--- config.mk ---
export PLATFORM = sky130hd
export DESIGN_NAME = ped_button_conditioner_flat
export DESIGN_NICKNAME = d
export VERILOG_FILES = /design/src/rtl/ped_button_conditioner_if.sv /design/src/rtl/ped_button_conditioner.sv /design/src/flat_wrapper.sv
export SDC_FILE = /design/constraint.sdc
export NUM_CORES = 1
export LEC_CHECK = 0
export CELL_PAD_IN_SITES_DETAIL_PLACEMENT = 0
export CELL_PAD_IN_SITES_GLOBAL_PLACEMENT = 1
export CORE_MARGIN = 1.5
export CORE_UTILIZATION = 40
export CTS_CLUSTER_DIAMETER = 200
export DETAILED_ROUTE_END_ITERATION = 8
export GPL_TIMING_DRIVEN = 0
export PLACE_DENSITY = 0.64
export SETUP_SLACK_MARGIN = 0.1
export SYNTH_ARGS = -nofsm -noshare
export SYNTH_HDL_FRONTEND = slang
export SYNTH_SLANG_ARGS = --single-unit
--- constraint.sdc ---
create_clock -name clk -period 4.95 [get_ports clk]
set_input_delay 0.99 -clock clk [delete_from_list [all_inputs] [get_ports clk]]
set_output_delay 0.99 -clock clk [all_outputs]
set_load 0.03 [all_outputs]
--- src/rtl/ped_button_conditioner_if.sv ---
// Pedestrian button conditioner bus: raw buttons and controller handshake in, latched requests out.
interface ped_button_conditioner_if #(
    parameter int NUM_BUTTONS = 4
);
    logic                   i_maintenance;
    logic [NUM_BUTTONS-1:0] i_ped_buttons;
    logic                   i_ped_served;
    logic                   o_ped_request;
    logic [NUM_BUTTONS-1:0] o_wait_lamps;
    logic [NUM_BUTTONS-1:0] o_stuck;

    modport master (
        output i_maintenance, i_ped_buttons, i_ped_served,
        input  o_ped_request, o_wait_lamps, o_stuck
    );

    modport slave (
        input  i_maintenance, i_ped_buttons, i_ped_served,
        output o_ped_request, o_wait_lamps, o_stuck
    );
endinterface

--- src/rtl/ped_button_conditioner.sv ---
// Synchronises, debounces and latches pedestrian buttons into crossing requests, with stuck-button withdrawal.
// Raw edge to WAIT lamp is DEBOUNCE_CYCLES+3 clocks; no backpressure, requests are level-latched until served.
module ped_button_conditioner #(
    parameter int NUM_BUTTONS     = 4,
    parameter int CYCLES_PER_SEC  = 16,
    parameter int DEBOUNCE_CYCLES = 4,
    parameter int STUCK_SECS      = 30
) (
    input  logic                      clk,
    input  logic                      i_rst_n,
    ped_button_conditioner_if.slave   bus
);
    localparam int STUCK_CYCLES = STUCK_SECS * CYCLES_PER_SEC;
    localparam bit STUCK_EN     = (STUCK_SECS != 0);
    localparam int DW           = $clog2(DEBOUNCE_CYCLES + 1);
    localparam int HW           = (STUCK_CYCLES > 0) ? $clog2(STUCK_CYCLES + 1) : 1;
    localparam logic [DW-1:0] DB_LAST   = DW'(DEBOUNCE_CYCLES - 1);
    localparam logic [HW-1:0] HOLD_LAST = STUCK_EN ? HW'(STUCK_CYCLES - 1) : '0;

    typedef enum logic [1:0] {IDLE, PRESSED, STUCK} btn_state_e;

    logic [NUM_BUTTONS-1:0] sync1, sync2, stable;
    logic [DW-1:0]          db_cnt [NUM_BUTTONS];
    btn_state_e             state [NUM_BUTTONS];
    btn_state_e             state_nxt [NUM_BUTTONS];
    logic [HW-1:0]          hold [NUM_BUTTONS];
    logic [HW-1:0]          hold_nxt [NUM_BUTTONS];
    logic [NUM_BUTTONS-1:0] press_evt, stuck_evt, stuck_vec;
    logic [NUM_BUTTONS-1:0] wait_q, wait_nxt;

    always_ff @(posedge clk or negedge i_rst_n) begin
        if (!i_rst_n) begin
            sync1  <= '0;
            sync2  <= '0;
            stable <= '0;
            for (int i = 0; i < NUM_BUTTONS; i++) db_cnt[i] <= '0;
        end else begin
            sync1 <= bus.i_ped_buttons;
            sync2 <= sync1;
            for (int i = 0; i < NUM_BUTTONS; i++) begin
                if (sync2[i] == stable[i]) begin
                    db_cnt[i] <= '0;
                end else if (db_cnt[i] == DB_LAST) begin
                    stable[i] <= sync2[i];
                    db_cnt[i] <= '0;
                end else begin
                    db_cnt[i] <= db_cnt[i] + DW'(1);
                end
            end
        end
    end

    always_ff @(posedge clk or negedge i_rst_n) begin
        if (!i_rst_n) begin
            for (int i = 0; i < NUM_BUTTONS; i++) begin
                state[i] <= IDLE;
                hold[i]  <= '0;
            end
        end else begin
            for (int i = 0; i < NUM_BUTTONS; i++) begin
                state[i] <= state_nxt[i];
                hold[i]  <= hold_nxt[i];
            end
        end
    end

    // A release seen on the threshold cycle is checked first, so the fall wins over stuck.
    always_comb begin
        press_evt = '0;
        stuck_evt = '0;
        for (int i = 0; i < NUM_BUTTONS; i++) begin
            state_nxt[i] = state[i];
            hold_nxt[i]  = hold[i];
            case (state[i])
                IDLE: begin
                    if (stable[i]) begin
                        state_nxt[i] = PRESSED;
                        hold_nxt[i]  = '0;
                        press_evt[i] = 1'b1;
                    end
                end
                PRESSED: begin
                    if (!stable[i]) begin
                        state_nxt[i] = IDLE;
                    end else if (STUCK_EN && hold[i] == HOLD_LAST) begin
                        state_nxt[i] = STUCK;
                        stuck_evt[i] = 1'b1;
                    end else if (hold[i] != '1) begin
                        hold_nxt[i] = hold[i] + HW'(1);
                    end
                end
                STUCK: begin
                    if (!stable[i]) state_nxt[i] = IDLE;
                end
                default: state_nxt[i] = IDLE;
            endcase
        end
    end

    // A press on the serving edge survives; maintenance overrides everything.
    always_comb begin
        wait_nxt = bus.i_ped_served ? '0 : wait_q;
        wait_nxt = (wait_nxt | press_evt) & ~stuck_evt;
        if (bus.i_maintenance) wait_nxt = '0;
    end

    always_ff @(posedge clk or negedge i_rst_n) begin
        if (!i_rst_n) wait_q <= '0;
        else          wait_q <= wait_nxt;
    end

    always_comb begin
        stuck_vec = '0;
        for (int i = 0; i < NUM_BUTTONS; i++) stuck_vec[i] = (state[i] == STUCK);
    end

    assign bus.o_wait_lamps  = wait_q;
    assign bus.o_ped_request = |wait_q;
    assign bus.o_stuck       = stuck_vec;
endmodule

--- src/flat_wrapper.sv ---
// flat-port wrapper written by rule: the top's interface ports become plain ports
module ped_button_conditioner_flat 
#(
    parameter int NUM_BUTTONS     = 4,
    parameter int CYCLES_PER_SEC  = 16,
    parameter int DEBOUNCE_CYCLES = 4,
    parameter int STUCK_SECS      = 30
)
  (clk, i_rst_n, bus_i_maintenance, bus_i_ped_buttons, bus_i_ped_served, bus_o_ped_request, bus_o_wait_lamps, bus_o_stuck);
  ped_button_conditioner_if #(.NUM_BUTTONS(NUM_BUTTONS)) bus_i ();
  input  logic clk;
  input  logic i_rst_n;
  input wire logic [$bits(bus_i.i_maintenance)-1:0] bus_i_maintenance;
  input wire logic [$bits(bus_i.i_ped_buttons)-1:0] bus_i_ped_buttons;
  input wire logic [$bits(bus_i.i_ped_served)-1:0] bus_i_ped_served;
  output wire logic [$bits(bus_i.o_ped_request)-1:0] bus_o_ped_request;
  output wire logic [$bits(bus_i.o_wait_lamps)-1:0] bus_o_wait_lamps;
  output wire logic [$bits(bus_i.o_stuck)-1:0] bus_o_stuck;
  assign bus_i.i_maintenance = bus_i_maintenance;
  assign bus_i.i_ped_buttons = bus_i_ped_buttons;
  assign bus_i.i_ped_served = bus_i_ped_served;
  assign bus_o_ped_request = bus_i.o_ped_request;
  assign bus_o_wait_lamps = bus_i.o_wait_lamps;
  assign bus_o_stuck = bus_i.o_stuck;
  ped_button_conditioner #(.NUM_BUTTONS(NUM_BUTTONS), .CYCLES_PER_SEC(CYCLES_PER_SEC), .DEBOUNCE_CYCLES(DEBOUNCE_CYCLES), .STUCK_SECS(STUCK_SECS)) u_core (.clk(clk), .i_rst_n(i_rst_n), .bus(bus_i));
endmodule
## Yosys cells after proc, flatten, opt, wreduce, memory -nomap -nowiden

Cells that the tools add are included.

| storage, ports and cells | value |
|---|---|
| flip-flop bits (word level) | 72 |
| input port bits | 8 |

| operators by class | value |
|---|---|
| multiplexer cells | 70 |
| reductions and logical operators | 21 |
| equal/unequal tests | 48 |
| bitwise logic cells | 7 |
| add/sub/neg operators | 8 |

Operators with widths:

| cell | count |
|---|---|
| 9-bit two-way mux | 16 |
| 9-bit case mux with 2 select lines | 4 |
| 9-bit by 1-bit adder with 9-bit output (second input constant) | 4 |
| 9-bit equality test (second input constant) | 4 |
| 9-bit inequality test (second input constant) | 4 |
| 2-bit two-way mux | 16 |
| 3-bit two-way mux | 8 |
| 2-bit by 1-bit inequality test with 1-bit output (second input constant) | 12 |
| 2-bit case mux with 3 select lines | 4 |
| 1-bit two-way mux | 20 |
| 5-bit AND reduction | 4 |
| 2-bit inequality test (second input constant) | 8 |
| 3-bit by 1-bit adder with 3-bit output (second input constant) | 4 |
| 3-bit by 2-bit equality test with 1-bit output (second input constant) | 4 |
| 3-bit inequality test (second input constant) | 4 |
| 3-bit AND reduction | 4 |
| 2-bit by 1-bit equality test with 1-bit output (second input constant) | 4 |
| 2-bit equality test (second input constant) | 4 |
| 2-bit zero test | 4 |
| 4-bit two-way mux | 2 |
| 2-bit AND reduction | 4 |
| 2-bit nonzero test | 4 |
| 4-bit AND | 1 |
| 1-bit equality test | 4 |
| other kinds (4) | 7 |

## Depth between registers and ports, before layout

| depth | value |
|---|---|
| depth in word-level cells | 7 |
| depth in mapped cells | 10 |
| gate-level depth less buffers | 9 |

## Least setup slack after synthesis

OpenSTA, ideal clock, no wires.

| timing path | value |
|---|---|
| path kind | reg-to-output |
| start point | reg u_core.wait_q[2], in the netlist u_core.bus.o_wait_lamps[2] |
| end point | out bus_o_ped_request |
| data required time | 3.960 ns |
| slack | 2.762 ns |
| arrival time | 1.198 ns |
| buffers on the path | 0 |
| cell stages (with the launch flop) | 2 |
| cell sequence | dfrtp_1 or4_1 |

| between the ends | value |
|---|---|
| cells in the longest elaborated chain, start to end | 1 |

Ends and longest elaborated chain:

| item | line | source |
|---|---|---|
| start: declaration | ped_button_conditioner.sv:29 | `logic [NUM_BUTTONS-1:0] wait_q, wait_nxt;` |
| start signal: assignment | ped_button_conditioner.sv:109 | `else wait_q <= wait_nxt;` |
| 4-bit OR reduction | ped_button_conditioner.sv:118 | `assign bus.o_ped_request = \|wait_q;` |
| end: declaration | flat_wrapper.sv:16 | `output wire logic [$bits(bus_i.o_ped_request)-1:0] bus_o_ped_request;` |

Every way passes these cells.

## Worst setup path after layout

| timing path | value |
|---|---|
| start point | reg u_core.state[4] (netlist name) |
| end point | out bus_o_stuck[1] |

| between the ends | value |
|---|---|
| cells in the longest elaborated chain, start to end | 1 |

Ends and longest elaborated chain:

| item | line | source |
|---|---|---|
| start: declaration | ped_button_conditioner.sv:24 | `btn_state_e state [NUM_BUTTONS];` |
| start signal: indexed assignment | ped_button_conditioner.sv:61 | `state[i] <= state_nxt[i];` |
| 2-bit equality test | ped_button_conditioner.sv:114 | `for (int i = 0; i < NUM_BUTTONS; i++) stuck_vec[i] = (state[i] == STUCK);` |
| end: declaration | flat_wrapper.sv:18 | `output wire logic [$bits(bus_i.o_stuck)-1:0] bus_o_stuck;` |

Every way passes these cells.

==> flow_metrics.py <==
metrics = {
    "run_status": {
        "status": "finished, violations left",
        "violated_checks": "DRC",
    },
    "power_and_ir_drop": {
        "fraction_of_power_spent_switching_nets_pct": 35.9,
        "power_per_cell_area_nw_per_um2": 466,
        "worst_case_vdd_ir_drop_v": 0.000160,
        "total_leakage_power_uw": 0.00177,
        "power_switching_uw": 700,
        "power.share.sequential_pct": 42.4,
        "power.combinational.fraction_pct": 31.9,
        "pwr-share-clk_pct": 25.6,
        "cellInternalPower_uw": 1250,
    },
    "yosys": {
        "post_synth.cell_area_avg_sq_um": 10.4,
        "largest_family_of_logic_cells_by_synthesized_area": "simple AND/OR/NAND/NOR gates",
        "synthAdderAreaFrac_pct": 4.11,
        "post_synth_and_or_nand_nor_area_fraction_pct": 22.5,
        "synth.ff_latch_count": 72,
        "ys_seq_area_share_pct": 49.3,
        "syn_warnings": 0,
        "dominantRegCellSynth": "sky130_fd_sc_hd__dfrtp_1",
        "synth.distinct_cells": 59,
        "synth_enable_flop_cells": 0,
        "muxShareOfSynthArea_pct": 2.94,
        "postSynth.asyncResetShare_pct": 100,
        "syn_std_cell_area_sq_um": 3650,
        "syn_inst": 353,
        "synth_compound_gate_area_share_pct": 16.1,
        "synthXorXnorAreaFrac_pct": 1.92,
        "synth_nets": 373,
    },
    "sta": {
        "setup-violations-final": 0,
        "fin_crit_sh_pct": 58.6,
        "maxSlewHeadroom_pct": 50.7,
        "final.setup.tns_ps": 0,
        "fmaxAchievable_ghz": 0.345,
        "count_of_final_max_slew_check_failures": 0,
        "fin_worst_skew_ps": 8.30,
        "finalCriticalPeriod_ps": 2900,
        "slew_of_the_pin_with_the_lowest_slew_margin_ps": 735,
        "finalHoldViolations": 0,
        "unrepaired_setup_endpoints_after_global_routing": "no",
    },
    "final_layout": {
        "layout.nets": 401,
        "layout-area-overhead-vs-synth_pct": 14.3,
        "most-common-layout-cells": "72 x sky130_fd_sc_hd__dfrtp_1, 32 x sky130_fd_sc_hd__nand2_1, 21 x sky130_fd_sc_hd__nand3_1",
        "post_layout_nonfiller_instances": 493,
        "drive_above_1_share_pct": 8.57,
        "most_common_library_cell_in_the_layout_ignoring_fill_and_taps": "sky130_fd_sc_hd__dfrtp_1",
        "antenna_cells": 0,
        "final_core_utilization_pct": 47.4,
    },
    "cts": {
        "worst_setup_hold_path_clk_slew_ps": 80,
        "cts_post_setup_buffers_inserted": 0,
        "cts-resized-gates": 0,
        "cts_num_sinks": 72,
        "clock_latency_ps": 340,
        "cts-root-buf": "sky130_fd_sc_hd__clkbuf_8",
        "htree_num_levels": 3,
        "cts_hold_buf": 0,
        "cts_made_buffers": 9,
        "tritoncts_clock_tree": "done",
        "cts_buffer_depth": 2,
    },
    "grt": {
        "grtUsageMet1_pct": 23.6,
        "remaining_global_route_overflow": 0,
        "grt_pass1_vias": 2676,
        "use_met3_pct": 3.97,
        "most_used_layer_global_route": "met2",
        "global_route_wire_length_before_repair_microns": 13100,
        "grtUsageMet2_pct": 25.0,
        "grt_use_total_pct": 16.7,
        "antenna_violations_before_repair": 0,
        "grt_start_max_net_pins": 38,
    },
    "worst_setup_path": {
        "worst_setup_path_end_kind": "output port",
        "cp-start-kind": "flip-flop",
        "worst-setup-path-type": "reg -> out",
        "worst_ep_required_time_ps": 3960,
        "critPathMaxFanout": 10,
        "cp.arrival_ps": 1910,
        "worst_r2r_path_cells": 10,
    },
    "drt": {
        "drt_iter0_markers": 89,
        "vias_per_cell": 5.65,
        "route.vias.total": 2785,
        "routed_wl_microns": 7420,
        "drc": 1,
        "detail_route.first_pass.iterations": 6,
        "wl_per_cell_microns": 15.0,
        "detail-route-antenna-nets": 0,
    },
    "floorplanning": {
        "die-area_sq_um": 9720,
        "core-area_sq_um": 8810,
        "ioPinCount": 17,
        "std_cell_rows": 34,
        "floorplan.initialDensity_pct": 41.5,
        "width_of_the_die_microns": 98.6,
        "dieHeight_microns": 98.6,
    },
    "flow_run": {
        "timing.max_cap.violations": 0,
    },
    "place": {
        "gp_congestion": 0.756,
        "dp_hpwl_microns": 5070,
        "place_inst": 478,
        "portbufs": 16,
    },
    "hold_path": {
        "worst_hold_path_type": "reg -> reg",
        "min_path_cells": 0,
    },
}
synth_stat cells, types with 7 or more instances:
master / n / area [sq um]
sky130_fd_sc_hd__nor3_1: 10 / 50.1
sky130_fd_sc_hd__inv_1: 14 / 52.6
sky130_fd_sc_hd__nand2b_1: 8 / 50.1
sky130_fd_sc_hd__xnor2_1: 8 / 70.1
sky130_fd_sc_hd__dfrtp_1: 72 / 1800
sky130_fd_sc_hd__a21oi_1: 15 / 75.1
sky130_fd_sc_hd__nor2b_1: 13 / 81.3
sky130_fd_sc_hd__nand3_1: 21 / 105
sky130_fd_sc_hd__nand2_1: 32 / 120
sky130_fd_sc_hd__nor2_1: 14 / 52.6
sky130_fd_sc_hd__o21ai_0: 8 / 40.0
sky130_fd_sc_hd__nor3b_1: 12 / 90.1
sky130_fd_sc_hd__a22o_1: 12 / 105
sky130_fd_sc_hd__clkbuf_1: 9 / 33.8
sky130_fd_sc_hd__ha_1: 12 / 150
sky130_fd_sc_hd__o211ai_1: 7 / 52.6
per-stage QoR:
stage | hold slack [ps] | power [uW] | area [sq um] | setup slack, ps
after global routing | 362 | 2100 | 4180 | 1950
after floorplan | 331 | 1270 | 3650 | 2760
after global placement | 332 | 1460 | 3950 | 268
final | 352 | 1950 | 4180 | 2050
after detailed placement | 336 | 1470 | 3970 | 2410
after CTS | 355 | 1980 | 4180 | 2020
cell type report:
type,instances,area [sq um]
plain buffers,13,60.1
clock inverters,6,85.1
fillers,841,4630
inverters,14,52.6
repair buffers,17,178
flip-flops and latches,72,1800
clock buffers,9,124
multi-input cells,254,1740
well taps,108,135
power by group through the flow:
stage          logic, uW  registers (uW)  clock network [uW]
6_report             622             826                 500
3_5_place_dp         629             840                   0
3_3_place_gp         627             838                   0
5_1_grt              703             850                 548
4_1_cts              633             828                 522
2_1_floorplan        444             827                   0
critical path, stage by stage (launching register included):
cell and delay [ps]:
sky130_fd_sc_hd__dfrtp_1 410, sky130_fd_sc_hd__clkbuf_1 260, sky130_fd_sc_hd__nor2_1 210, sky130_fd_sc_hd__clkdlybuf4s50_1 690
routing by layer:
layer	vias to the layer above	routed length [microns]	share of wire [%]
met3	7	339	4.6
met2	52	3400	46
li1	1369	-	-
met5	-	0	0
met4	0	77	1.0
met1	1357	3600	49
final timing paths:
check	from	endpoint	slack, ps
setup / recovery	u_core.state[4]$_DFFE_PN0P_	bus_o_stuck[1]	2050
hold / removal	u_core.sync1[3]$_DFF_PN0_	u_core.sync2[3]$_DFF_PN0_	350
setup reg to reg	u_core.hold[18]$_DFFE_PN0P_	u_core.hold[22]$_DFFE_PN0P_	2580
hold reg to reg	u_core.sync1[3]$_DFF_PN0_	u_core.sync2[3]$_DFF_PN0_	350
max in group asynchronous	i_rst_n	u_core.stable[3]$_DFFE_PN0P_	3780
min in group asynchronous	i_rst_n	u_core.db_cnt[9]$_DFF_PN0_	600
kinds of logic after synthesis:
family	Yosys count
compound gates	79
xor+xnor	8
buf+inv	27
mux	10
fa+ha+maj	12
simple gates	145
flops	72
registers in the layout, summed over array words and instances, names as in the netlist:
| name | count |
|---|---|
| u_core.bus.o_wait_lamps | 4 |
| u_core.db_cnt | 12 |
| u_core.hold | 36 |
| u_core.stable | 4 |
| u_core.state | 8 |
| u_core.sync1 | 4 |
| u_core.sync2 | 4 |
No activity file was read; power rests on OpenSTA's default activity.
